**src/rtl/pc_ras_unit.sv**
```systemverilog
// pc_ras_unit: program counter with a return-address stack (RAS).
// Next-PC operations are SEQ, JUMP, BRANCH (signed offset), CALL (push pc+STEP)
// and RET (pop). The stack is a ring buffer indexed by a top pointer.
// A sticky ras_err flag records stack overflow and underflow.
// Build option: define PC_RAS_TRAP_EN to redirect overflow and underflow to
// TRAP_VEC with a one-cycle trap pulse. Without it, CALL on a full stack
// overwrites the oldest entry, RET on an empty stack falls through to pc+STEP,
// and trap is tied low.
module pc_ras_unit #(
    parameter int              WIDTH     = 16,
    parameter int              STEP      = 1,
    parameter int              RAS_DEPTH = 4,
    parameter logic [WIDTH-1:0] RESET_PC = '0,
    parameter logic [WIDTH-1:0] TRAP_VEC = WIDTH'(16'hFFF0)
) (
    input  logic                             CLK,
    input  logic                             reset,
    input  logic                             pc_write,
    input  logic [2:0]                       op,
    input  logic [WIDTH-1:0]                 target,
    input  logic                             err_clr,
    output logic [WIDTH-1:0]                 pc,
    output logic [$clog2(RAS_DEPTH+1)-1:0]   ras_depth,
    output logic                             ras_full,
    output logic                             ras_empty,
    output logic                             ras_err,
    output logic                             trap
);

    localparam int DW = $clog2(RAS_DEPTH + 1);
    localparam int PW = $clog2(RAS_DEPTH);

    localparam logic [2:0] OP_JUMP   = 3'b001;
    localparam logic [2:0] OP_BRANCH = 3'b010;
    localparam logic [2:0] OP_CALL   = 3'b011;
    localparam logic [2:0] OP_RET    = 3'b100;

`ifdef PC_RAS_TRAP_EN
    localparam bit TRAP_EN = 1'b1;
`else
    localparam bit TRAP_EN = 1'b0;
`endif

    logic [WIDTH-1:0] stack [RAS_DEPTH];
    logic [PW-1:0]    top;        // next slot to write; top-1 holds the newest entry
    logic [PW-1:0]    top_inc;
    logic [PW-1:0]    top_dec;
    logic [PW-1:0]    top_next;
    logic [DW-1:0]    depth_next;
    logic [WIDTH-1:0] pc_seq;
    logic [WIDTH-1:0] pc_next;
    logic [WIDTH-1:0] pop_val;
    logic             push;
    logic             pop;
    logic             err_evt;

    assign ras_full  = (ras_depth == DW'(RAS_DEPTH));
    assign ras_empty = (ras_depth == '0);
    assign pc_seq    = pc + WIDTH'(STEP);

    // The ring wraps explicitly, so RAS_DEPTH need not be a power of two.
    assign top_inc = (top == PW'(RAS_DEPTH - 1)) ? '0 : top + PW'(1);
    assign top_dec = (top == '0) ? PW'(RAS_DEPTH - 1) : top - PW'(1);
    assign pop_val = stack[top_dec];

    // Decode the operation into the next PC, the stack action and any error.
    // NOTE: each output gets a default before the case so that no latch is inferred.
    always_comb begin
        pc_next    = pc_seq;
        push       = 1'b0;
        pop        = 1'b0;
        err_evt    = 1'b0;
        top_next   = top;
        depth_next = ras_depth;
        case (op)
            OP_JUMP:   pc_next = target;
            OP_BRANCH: pc_next = pc + target;   // modular add is the signed add
            OP_CALL: begin
                if (ras_full && TRAP_EN) begin
                    pc_next = TRAP_VEC;
                    err_evt = 1'b1;
                end else begin
                    // On a full ring, top already points at the oldest entry,
                    // so a plain push overwrites that entry.
                    push    = 1'b1;
                    pc_next = target;
                    err_evt = ras_full;
                end
            end
            OP_RET: begin
                if (ras_empty) begin
                    pc_next = TRAP_EN ? TRAP_VEC : pc_seq;
                    err_evt = 1'b1;
                end else begin
                    pop     = 1'b1;
                    pc_next = pop_val;
                end
            end
            default: ;                          // SEQ and the unused encodings
        endcase
        if (push) begin
            top_next = top_inc;
            if (!ras_full) depth_next = ras_depth + DW'(1);
        end
        if (pop) begin
            top_next   = top_dec;
            depth_next = ras_depth - DW'(1);
        end
    end

    // PC and stack bookkeeping. Reset overrides everything; pc_write gates updates.
    // NOTE: sequential state uses non-blocking assignments so that every register
    // samples the values from before the edge.
    always_ff @(posedge CLK) begin
        if (reset) begin
            pc        <= RESET_PC;
            top       <= '0;
            ras_depth <= '0;
        end else if (pc_write) begin
            pc        <= pc_next;
            top       <= top_next;
            ras_depth <= depth_next;
        end
    end

    // Stack storage.
    // NOTE: entries have no reset; ras_depth alone says which entries are valid.
    always_ff @(posedge CLK) begin
        if (!reset && pc_write && push) stack[top] <= pc_seq;
    end

    // Sticky error: a new error wins over a clear in the same cycle.
    always_ff @(posedge CLK) begin
        if (reset)                     ras_err <= 1'b0;
        else if (pc_write && err_evt)  ras_err <= 1'b1;
        else if (err_clr)              ras_err <= 1'b0;
    end

`ifdef PC_RAS_TRAP_EN
    // One-cycle trap pulse on the edge that takes an overflow or underflow.
    always_ff @(posedge CLK) begin
        if (reset) trap <= 1'b0;
        else       trap <= pc_write && err_evt;
    end
`else
    assign trap = 1'b0;
`endif

endmodule

```
**config.mk**
```make
export PLATFORM = sky130hd
export DESIGN_NAME = pc_ras_unit
export DESIGN_NICKNAME = d
export VERILOG_FILES = /design/src/rtl/pc_ras_unit.sv
export SDC_FILE = /design/constraint.sdc
export NUM_CORES = 1
export LEC_CHECK = 0
export CORE_ASPECT_RATIO = 1.1
export CORE_MARGIN = 1.5
export CORE_UTILIZATION = 40
export DETAILED_ROUTE_END_ITERATION = 10
export GPL_ROUTABILITY_DRIVEN = 0
export GPL_TIMING_DRIVEN = 0
export PLACE_DENSITY_LB_ADDON = 0.12
export SYNTH_ARGS = -nofsm -noshare
export SYNTH_HDL_FRONTEND = slang
export SYNTH_SLANG_ARGS = --single-unit
export TNS_END_PERCENT = 100
```
**constraint.sdc**
```tcl
create_clock -name CLK -period 2.8 [get_ports CLK]
set_clock_uncertainty 0.1 [all_clocks]
set_input_delay 0.56 -clock CLK [delete_from_list [all_inputs] [get_ports CLK]]
set_output_delay 0.56 -clock CLK [all_outputs]
set_load 0.03 [all_outputs]
```
# [After elaboration in Yosys (flattened, before gate mapping)]
# Memory sizes are Yosys's and may differ from the RTL's.
# Index checks and enable logic that the tools add are counted.
[classes] addsub=6 n_mul=0 n_div=0 order_cmp=0 eq_ne=7 shifts=0 mux=18 bitwise=0 n_reduce_logical=11
[op_table] operator="one-hot mux 16 bit (3 select lines)" count=1
[op_table] operator="adder 16 x 1 -> 16 bit (second input constant)" count=1
[op_table] operator="adder 16 bit" count=1
[op_table] operator="two-way mux 16 bit" count=1
[op_table] operator="two-way mux 3 bit" count=3
[op_table] operator="two-way mux 1 bit" count=8
[op_table] operator="two-way mux 2 bit" count=4
[op_table] operator="equality test 3 x 2 -> 1 bit (second input constant)" count=2
[op_table] operator="equality test 3 bit (second input constant)" count=2
[op_table] operator="nonzero test 2 bit" count=2
[op_table] operator="adder 3 x 1 -> 3 bit (second input constant)" count=1
[op_table] operator="equality test 3 x 1 -> 1 bit (second input constant)" count=1
[op_table] operator="logical AND 1 bit" count=3
[op_table] operator="logical NOT 3 bit" count=1
[op_table] operator="AND reduction 3 bit" count=1
[op_table] operator="subtractor 3 x 1 -> 3 bit (second input constant)" count=1
[op_table] operator="adder 2 x 1 -> 2 bit (second input constant)" count=1
[op_table] operator="equality test 2 bit (second input constant)" count=1
[op_table] operator="logical NOT 2 bit" count=1
[op_table] operator="!= test 2 x 1 -> 1 bit (second input constant)" count=1
[op_table] operator="one-hot mux 1 bit (2 select lines)" count=1
[op_table] operator="AND reduction 2 bit" count=1
[op_table] operator="OR reduction 2 bit" count=1
[op_table] operator="subtractor 2 x 1 -> 2 bit (second input constant)" count=1
[op_table] operator="logical NOT 1 bit" count=1
[totals] reg_bits=22 latchBits=0 ram_bits=64 romBits=0 inputBits=23 output_inout_bits=23 wordCells=47 mem_count=1
[mem_list] memory="stack" words=4 width=16 read_ports=1 rd_clocked_by_memory_dff=0 wr=1 line_no="44" text="logic [WIDTH-1:0] stack [RAS_DEPTH];"

# [Logic depth before layout (Yosys ltp)]
# Gate-level depths: netlist of the first run.
[depth] word_depth=5 depth_mapped=10 ltp_nobuf=8

# [Worst setup path before layout of the first run]
# Ideal clock, no wire load.
[synth_timing] path_kind="register to register" startpoint="register top[0]" endpoint="register pc[10]" setup_ns=0.134 arrival_time_ns=2.108 required_time_ns=2.566 slack_ns=0.458 stages_incl_launch_ff=8 n_path_buf=2 period_less_slack_ns=2.342 path_cell_list="dfxtp_1 > inv_1 > ha_1 > buf_2 > buf_2 > mux4_2 > a221oi_1 > a211oi_1"
[synth_via] elab_chain_cells=5 elab_cells_between_ends=6 classes_between="add/sub (1); mux (3); reduce/logical (1); memory (1)"
[synth_lines] element="start: declaration" line_no="45" text="logic [PW-1:0] top;"
[synth_lines] element="start signal: assignment" line_no="121" text="top <= top_next;"
[synth_lines] element="subtractor 2 x 1 -> 2 bit / logical NOT 2 bit (equally long branches)" line_no="63" text="assign top_dec = (top == '0) ? PW'(RAS_DEPTH - 1) : top - PW'(1);"
[synth_lines] element="two-way mux 2 bit (*)" line_no="63"
[synth_lines] element="memory (4 x 16 bit) (*)"
[synth_lines] element="two-way mux 16 bit (*)" line_no="91" text="if (ras_empty) begin"
[synth_lines] element="one-hot mux 16 bit (3 select lines) (*)" line_no="75" text="case (op)"
[synth_lines] element="end signal: assignment" line_no="120" text="pc <= pc_next;"
[synth_lines] element="end: declaration" line_no="22" text="output logic [WIDTH-1:0] pc,"
# Every way passes the cells marked *; elsewhere a longest branch is shown, timed or not.
# A chain may end at the register's enable or synchronous reset.

# [Final worst setup path of the first run]
[layout_timing] startpoint="input port target[0]" endpoint="register pc[8]"
[layout_via] elab_chain_cells=2
[layout_lines] element="start: declaration" line_no="20" text="input logic [WIDTH-1:0] target,"
[layout_lines] element="adder 16 bit" line_no="77" text="OP_BRANCH: pc_next = pc + target;"
[layout_lines] element="one-hot mux 16 bit (3 select lines)" line_no="75"
# No other way between the ends.

==> summary.md, run 1 <==
| Metric | Value |
|---|---|
| Status | completed |
| Netlist cell types | 61 |
| Rows | around 40 |
| Antenna Nets Post-Route | 0 |
| Critical path endpoint category | register |
| Cell Area, Synth | about 4700 um2 |
| Input/output buffers | 43 |
| First-pass GRT wire length | between 15,000 and 20,000 um |
| Power per Cell Area | between 500 and 600 nW/um2 |
| Layout area overhead | 20.4% |
| Final hold viol count | 0 |
| Die height | between 100 and 150 um |
| Async SR Flop Fraction | 0% |
| Core area | around 11,000 um2 |
| # clock sinks | 86 |
| CTS Buf Count | 9 |
| Synth Area in XOR/XNOR | roughly 4.1% |
| Largest net degree at the start of global routing | 18 |
| Htree depth | 3 |
| IO Count | 46 |
| Largest family of logic cells by synthesized area | compound AO/OA/AOI/OAI gates |
| Die Span X | around 110 um |
| Drt pass-1 iters | 4 |
| Relative max-transition margin | about half |
| Worst setup SP type | input port |
| Max FO, Critical Path | 2 |
| Number of antenna violations at the first check in global routing | 0 |
| Drt drc | 0 |
| Max Slew Vio Count | 0 |
| Min cycle time layout | 2660 ps |
| Hpwl dp | 8980 um |
| Max-cap violations | 0 |
| CTS tree | done |
| Worst Path Required | slightly below 3000 ps |
| Final period utilization | a little over nine tenths |
| WL per Instance | 20.0 um |
| Routed wire length | about 12,000 um |
| Setup violators final | 0 |
| Synthesized area per cell | 11.7 um2 |
| Longest Clk Path Bufs | 2 |
| Post-CTS setup buffer count | 0 |
| Worst-path clk slew | ~70 ps |
| Hold Crit Class | reg -> reg |
| Final #Nets | 501 |
| Initial Utilization | between 40 and 50% |
| Hold slack | 409 ps |
| Total track usage | 20.3% |
| Post-Synth Simple-Gate Area | ~14% |
| Vias after detailed routing | between 3,000 and 4,000 |
| Most frequent cells in the layout | 64 x edfxtp_1, 43 x clkdlybuf4s50_1, 33 x nor2_1, 22 x dfxtp_1 |
| Post-synthesis sequential area ratio | about 50% |
| Layout cells sized above 1 | between 10 and 15% |
| Max VDD drop | 0.000342 V |
| Post-route cell area | between 5000 and 6000 um2 |
| Die area | roughly 12,000 um2 |
| DRT iter0 DRCs | 219 |
| CTS Root Cell | clkbuf_16 |
| Synth warn | 0 |
| Number of global-route vias before repair | approximately 3,400 |
| Main synth FF type | edfxtp_1 |
| Ant. Diodes | 0 |
| Worst Tran Pin Value | approximately 760 ps |
| CP arrival | 2810 ps |
| Seq cells post-synth | between 80 and 90 |
| Util after Layout | 49.4% |
| Mux cell area share after synthesis | ~7.6% |
| FMAX | 0.375 GHz |
| P_leak | approximately 2 nW |
| Hold bufs inserted after CTS | 0 |
| Vias per cell | 5.82 |
| Most common cell after layout, fill and taps aside | edfxtp_1 |
| Pre-CTS setup slack | -277 ps |
| WS Path Type | in -> reg |
| Worst-skew pair later-pin latency | roughly 340 ps |
| Synthesized Nets | 448 |
| Cell count after synthesis | 403 |
| Post-synth EDFFs | 64 |
| Congestion Overflow GR | 0 |
| Compound-gate portion of the synthesized area | 14.6% |
| Post-route setup slack | approximately 140 ps |
| Cell Area, Placed | 5330 um2 |
| RSZ-0062 raised after global routing | false |
| Fin Setup TNS | 0 ps |
| Post-Synth Adder-Cell Area | under 10% |
[cells by family after synthesis]
logic type	after synthesis
and+or+nand+nor	125
adders and majority gates	22
DFF	86
AOI/OAI and AO/OA	95
buffers and inverters	36
other	1
xor gates and xnor gates	22
muxes	16
[metrics by stage]
step | instances | power, mW
3_5_place_dp | 596 | 1.98
5_1_grt | 611 | 3.32
4_1_cts | 612 | 3.22
3_3_place_gp | 596 | 1.97
6_report | 611 | 3.22
2_1_floorplan | 403 | 1.80
[final timing paths]
check                           slack, ps          from           end  cells after the start
worst min register to register        410  ras_depth[2]  ras_depth[2]                      2
worst max-delay path                  140     target[0]         pc[8]                      9
worst min-delay path                  410  ras_depth[2]  ras_depth[2]                      2
worst max register to register        230        top[0]        pc[12]                      8
[report_power, final]
part	internal, mW	switching (mW)	leakage, nW
clock	0.712	0.541	0.147
sequential	1.40	0.0441	0.762
combinational	0.214	0.303	1.08
total	2.33	0.888	1.99
[cell type report]
class	count	area (um2)
Fill cell	1037	5810
Sequential cell	86	2360
Tap cell	150	188
Clock inverter	7	90.1
Buffer	19	101
Timing Repair Buffer	43	430
Multi-Input combinational cell	281	2220
Clock buffer	9	225
Inverter	16	60.1
[synth_stat cells (4+ instances only)]
cell type  number  area share, %
edfxtp_1       64             41
nor2_1         33            2.6
a21oi_1        22            2.3
dfxtp_1        22            9.3
nand2_1        21            1.7
ha_1           20            5.3
mux4_2         16            7.6
inv_1          15            1.2
nor3_1         15            1.6
a221oi_1       13            2.4
xnor2_1        12            2.2
nand3_1        10            1.1
xor2_1         10            1.9
clkbuf_1        9           0.72
o21ai_0         9           0.96
buf_2           8           0.85
nand4_1         8            1.1
a21o_1          7            1.1
and2_1          6           0.80
a221o_1         5            1.1
or3_1           5           0.66
a22oi_1         4           0.64
and3_1          4           0.53
[timing repair]
item	4_1_cts	5_1_grt
hold endpoints to repair	0	0
endpoints found under the setup margin	0	73
gates resized for setup	0	11
[registers in the layout, summed over array words and instances (netlist names)]
signal	cells
stack	64
pc	16
ras_depth	3
top	2
ras_err	1
[routing by layer]
metal	routed length [um]	share of wire [%]	up-vias	global-route usage (%)
met1	5750	47	1771	28.4
met2	5670	46	82	31.7
met3	432	3.5	24	2.44
li1	-	-	1679	-
met4	374	3.1	0	9.87
met5	0	0	-	0
[critical path, cell delays in order]
cell and delay (ps):
clkdlybuf4s50_1 430, ha_1 260, fa_1 450, a21oi_2 190, nand4b_1 150, nand2_1 110, a31oi_2 250, a32oi_1 130
a221oi_1 280
Note: power is estimated with default switching activity, not from simulation.
==> run 2, diff against run 1 <==
--- a/config.mk
+++ b/config.mk
@@ -5,9 +5,10 @@
 export SDC_FILE = /design/constraint.sdc
 export NUM_CORES = 1
 export LEC_CHECK = 0
+export ABC_CLOCK_PERIOD_IN_PS = 2600
 export CORE_ASPECT_RATIO = 1.1
 export CORE_MARGIN = 1.5
-export CORE_UTILIZATION = 40
+export CORE_UTILIZATION = 50
 export DETAILED_ROUTE_END_ITERATION = 10
 export GPL_ROUTABILITY_DRIVEN = 0
 export GPL_TIMING_DRIVEN = 0
==> constraint.sdc (replaced) <==
create_clock -name CLK -period 2.6 [get_ports CLK]
set_clock_uncertainty 0.1 [all_clocks]
set_input_delay 0.52 -clock CLK [delete_from_list [all_inputs] [get_ports CLK]]
set_output_delay 0.52 -clock CLK [all_outputs]
set_load 0.03 [all_outputs]
==> summary.md, run 2 (synthesis gave the netlist of run 1 again) <==
| Metric | Value |
|---|---|
| Seq pwr share | 51.1% (+6.1 points) |
| Fin Setup TNS | 0 ps (unchanged) |
| CTS Buf Count | 9 (unchanged) |
| Top reg by flops | stack |
| Reg-to-reg critical path startpoint | top[0] |
| WS Path Type | in -> reg |
| Max Slew Vio Count | 0 (unchanged) |
| Max VDD drop | 0.000380 V (+11%) |
| NetSw | 0.924 mW (+4.1%) |
| First-pass GRT wire length | 18,200 um (-3.3%) |
| Final hold viol count | 0 (unchanged) |
| Layout area overhead | 17.7% |
| CTS Root Cell | clkbuf_8 |
| # clock sinks | 86 (unchanged) |
| Antenna Nets Post-Route | 0 (unchanged) |
| Relative max-transition margin | 52.4% (+3.7 points) |
| RSZ-0062 raised after global routing | true |
| Max-cap violations | 0 (unchanged) |
| Die area | 10,000 um2 (-19%) |
| Most common cell after layout, fill and taps aside | edfxtp_1 |
| Hold Startpoint | ras_depth[2] |
| Sw Share | 30.3% (+2.7 points) |
| R2R depth | 9 (+1) |
| Ant. Diodes | 0 (unchanged) |
| Rows | 36 (-12%) |
| P_leak | 1.95 nW (-2.0%) |
| Worst Tran Pin Value | 706 ps (-54.7 ps) |
| Drt pass-1 iters | 5 (+1) |
| CTS tree | done |
| Max FO, Critical Path | 2 (unchanged) |
| Status | completed |
| Max reg flops | 64 (unchanged) |
| Part of the power in the clock network | 30.6% (-8.3 points) |
| Number of antenna violations at the first check in global routing | 0 (unchanged) |
| DRT iter0 DRCs | 224 (+2.3%) |
| Largest net degree at the start of global routing | 19 (+1) |
| FMAX | slightly below 0.4 GHz |
| CP arrival | 2680 ps (-130 ps) |
| Power per Cell Area | 549 nW/um2 (-3.1%) |
| Cell Area, Placed | 5290 um2 (-0.84%) |
| IO Count | 46 (unchanged) |
| Worst setup SP type | input port |
| WL per Instance | 20.0 um (about the same) |
| Number of global-route vias before repair | 3,439 (+2.2%) |
| Vias per cell | 6.15 (+5.7%) |
| Htree depth | 3 (unchanged) |
| Hpwl dp | 8450 um (-5.9%) |
| Setup violators final | 0 (unchanged) |
| Min-Delay Endpoint | ras_depth[2] |
| Most frequent cells in the layout | 64 x edfxtp_1, 43 x clkdlybuf4s50_1, 33 x nor2_1, 21 x nand2_1, 21 x a21oi_1 |
| Drt drc | 0 (unchanged) |
| Vias after detailed routing | 3,538 (-0.51%) |
| Worst Hold Depth | 2 (unchanged) |
| FILL cells | 765 (-26%) |
| Die height | 105 um (-10%) |
| Hold Crit Class | reg -> reg |
| Worst-path clk slew | 90 ps (+20 ps) |
| Layout cells sized above 1 | 13.0% (+0.87 points) |
| Worst Path Required | 2770 ps (-170 ps) |
| Register-to-register setup slack | 150 ps (-80 ps) |
| Total track usage | 24.4% (+4.1 points) |
| Post-route cell area | 5550 um2 (-2.3%) |
| Critical path endpoint category | register |
| Post-CTS setup buffer count | 0 (unchanged) |
| Post-route setup slack | 87.4 ps (-47.8 ps) |
| Internal power | 2.12 mW (-8.9%) |
| Final #Nets | 501 (unchanged) |
| Hold slack | 424 ps (+15.0 ps) |
| Hold bufs inserted after CTS | 0 (unchanged) |
| Routed wire length | 11,500 um (-5.8%) |
| Min cycle time layout | between 2000 and 3000 ps |
| Worst-skew pair later-pin latency | 360 ps (+20 ps) |
| Longest Clk Path Bufs | 2 (unchanged) |
| Initial Utilization | 52.3% (+11 points) |
| Die Span X | 95.6 um (-10%) |
| Pre-CTS setup slack | -344 ps (-67.3 ps) |
| Util after Layout | 61.6% (+12 points) |
| Congestion Overflow GR | 0 (unchanged) |
| Final period utilization | between 90 and 100% |
| Input/output buffers | 43 (unchanged) |
| Reg-to-reg endpoint | pc[15] |
| Core area | 9010 um2 (-22%) |
| Comb power frac | 18.3% (+2.2 points) |
| Largest registers | stack: 64 flops, pc: 16 flops, ras_depth: 3 flops |
==> run 2: layout make-up <==
type                       count  area, um2  share of cell area, %
buffer                        19        108                   1.94
clock buffer                   9        124                   2.23
clock inverter                 7       77.6                   1.40
inverter                      16       60.1                   1.08
multi-input combinational    281       2240                   40.4
sequential                    86       2360                   42.6
tap                          114        143                   2.57
timing repair buffer          43        430                   7.76
==> run 2: repair_timing <==
action,4_1_cts,5_1_grt
pin swaps,0,0
resized for setup,2,16
setup endpoints to repair,8,78
==> run 2: worst max-delay path by stage <==
stage,startpoint,endpoint,slack (ps),cells after the start
after detailed placement,op[2],stack[2][1],-340,4
after global routing,target[0],pc[8],-50,9
after floorplan,top[0],pc[10],260,7
final,target[0],pc[8],90,9
after CTS,top[0],pc[10],20,7
after global placement,target[4],pc[9],-320,8
==> run 2: critical path: stages <==
cell and delay [ps]:
clkdlybuf4s50_1 420, ha_1 240, fa_1 440, a21oi_2 170
nand4b_1 140, nand2_1 130, a31oi_4 230, a32oi_1 120
a221oi_1 270
==> run 2: routing by layer <==
metal	vias to the layer above	share of wire, %	global-route usage, %
li1	1676	-	-
met1	1726	47	35.2
met2	114	47	37.6
met3	22	4.2	3.13
met4	0	2.0	8.72
met5	-	0	0
==> run 2: power by group through the flow <==
stage | combinational, mW | sequential [mW] | clock (mW)
6_report | 0.556 | 1.56 | 0.932
5_1_grt | 0.608 | 1.56 | 1.01
4_1_cts | 0.540 | 1.56 | 0.950
3_5_place_dp | 0.536 | 1.59 | 0
3_3_place_gp | 0.527 | 1.59 | 0
2_1_floorplan | 0.316 | 1.62 | 0
==> run 2: metrics by stage <==
step	power, mW	instances
2_1_floorplan	1.93	403
3_3_place_gp	2.11	560
3_5_place_dp	2.12	560
4_1_cts	3.04	576
5_1_grt	3.18	575
6_report	3.05	575
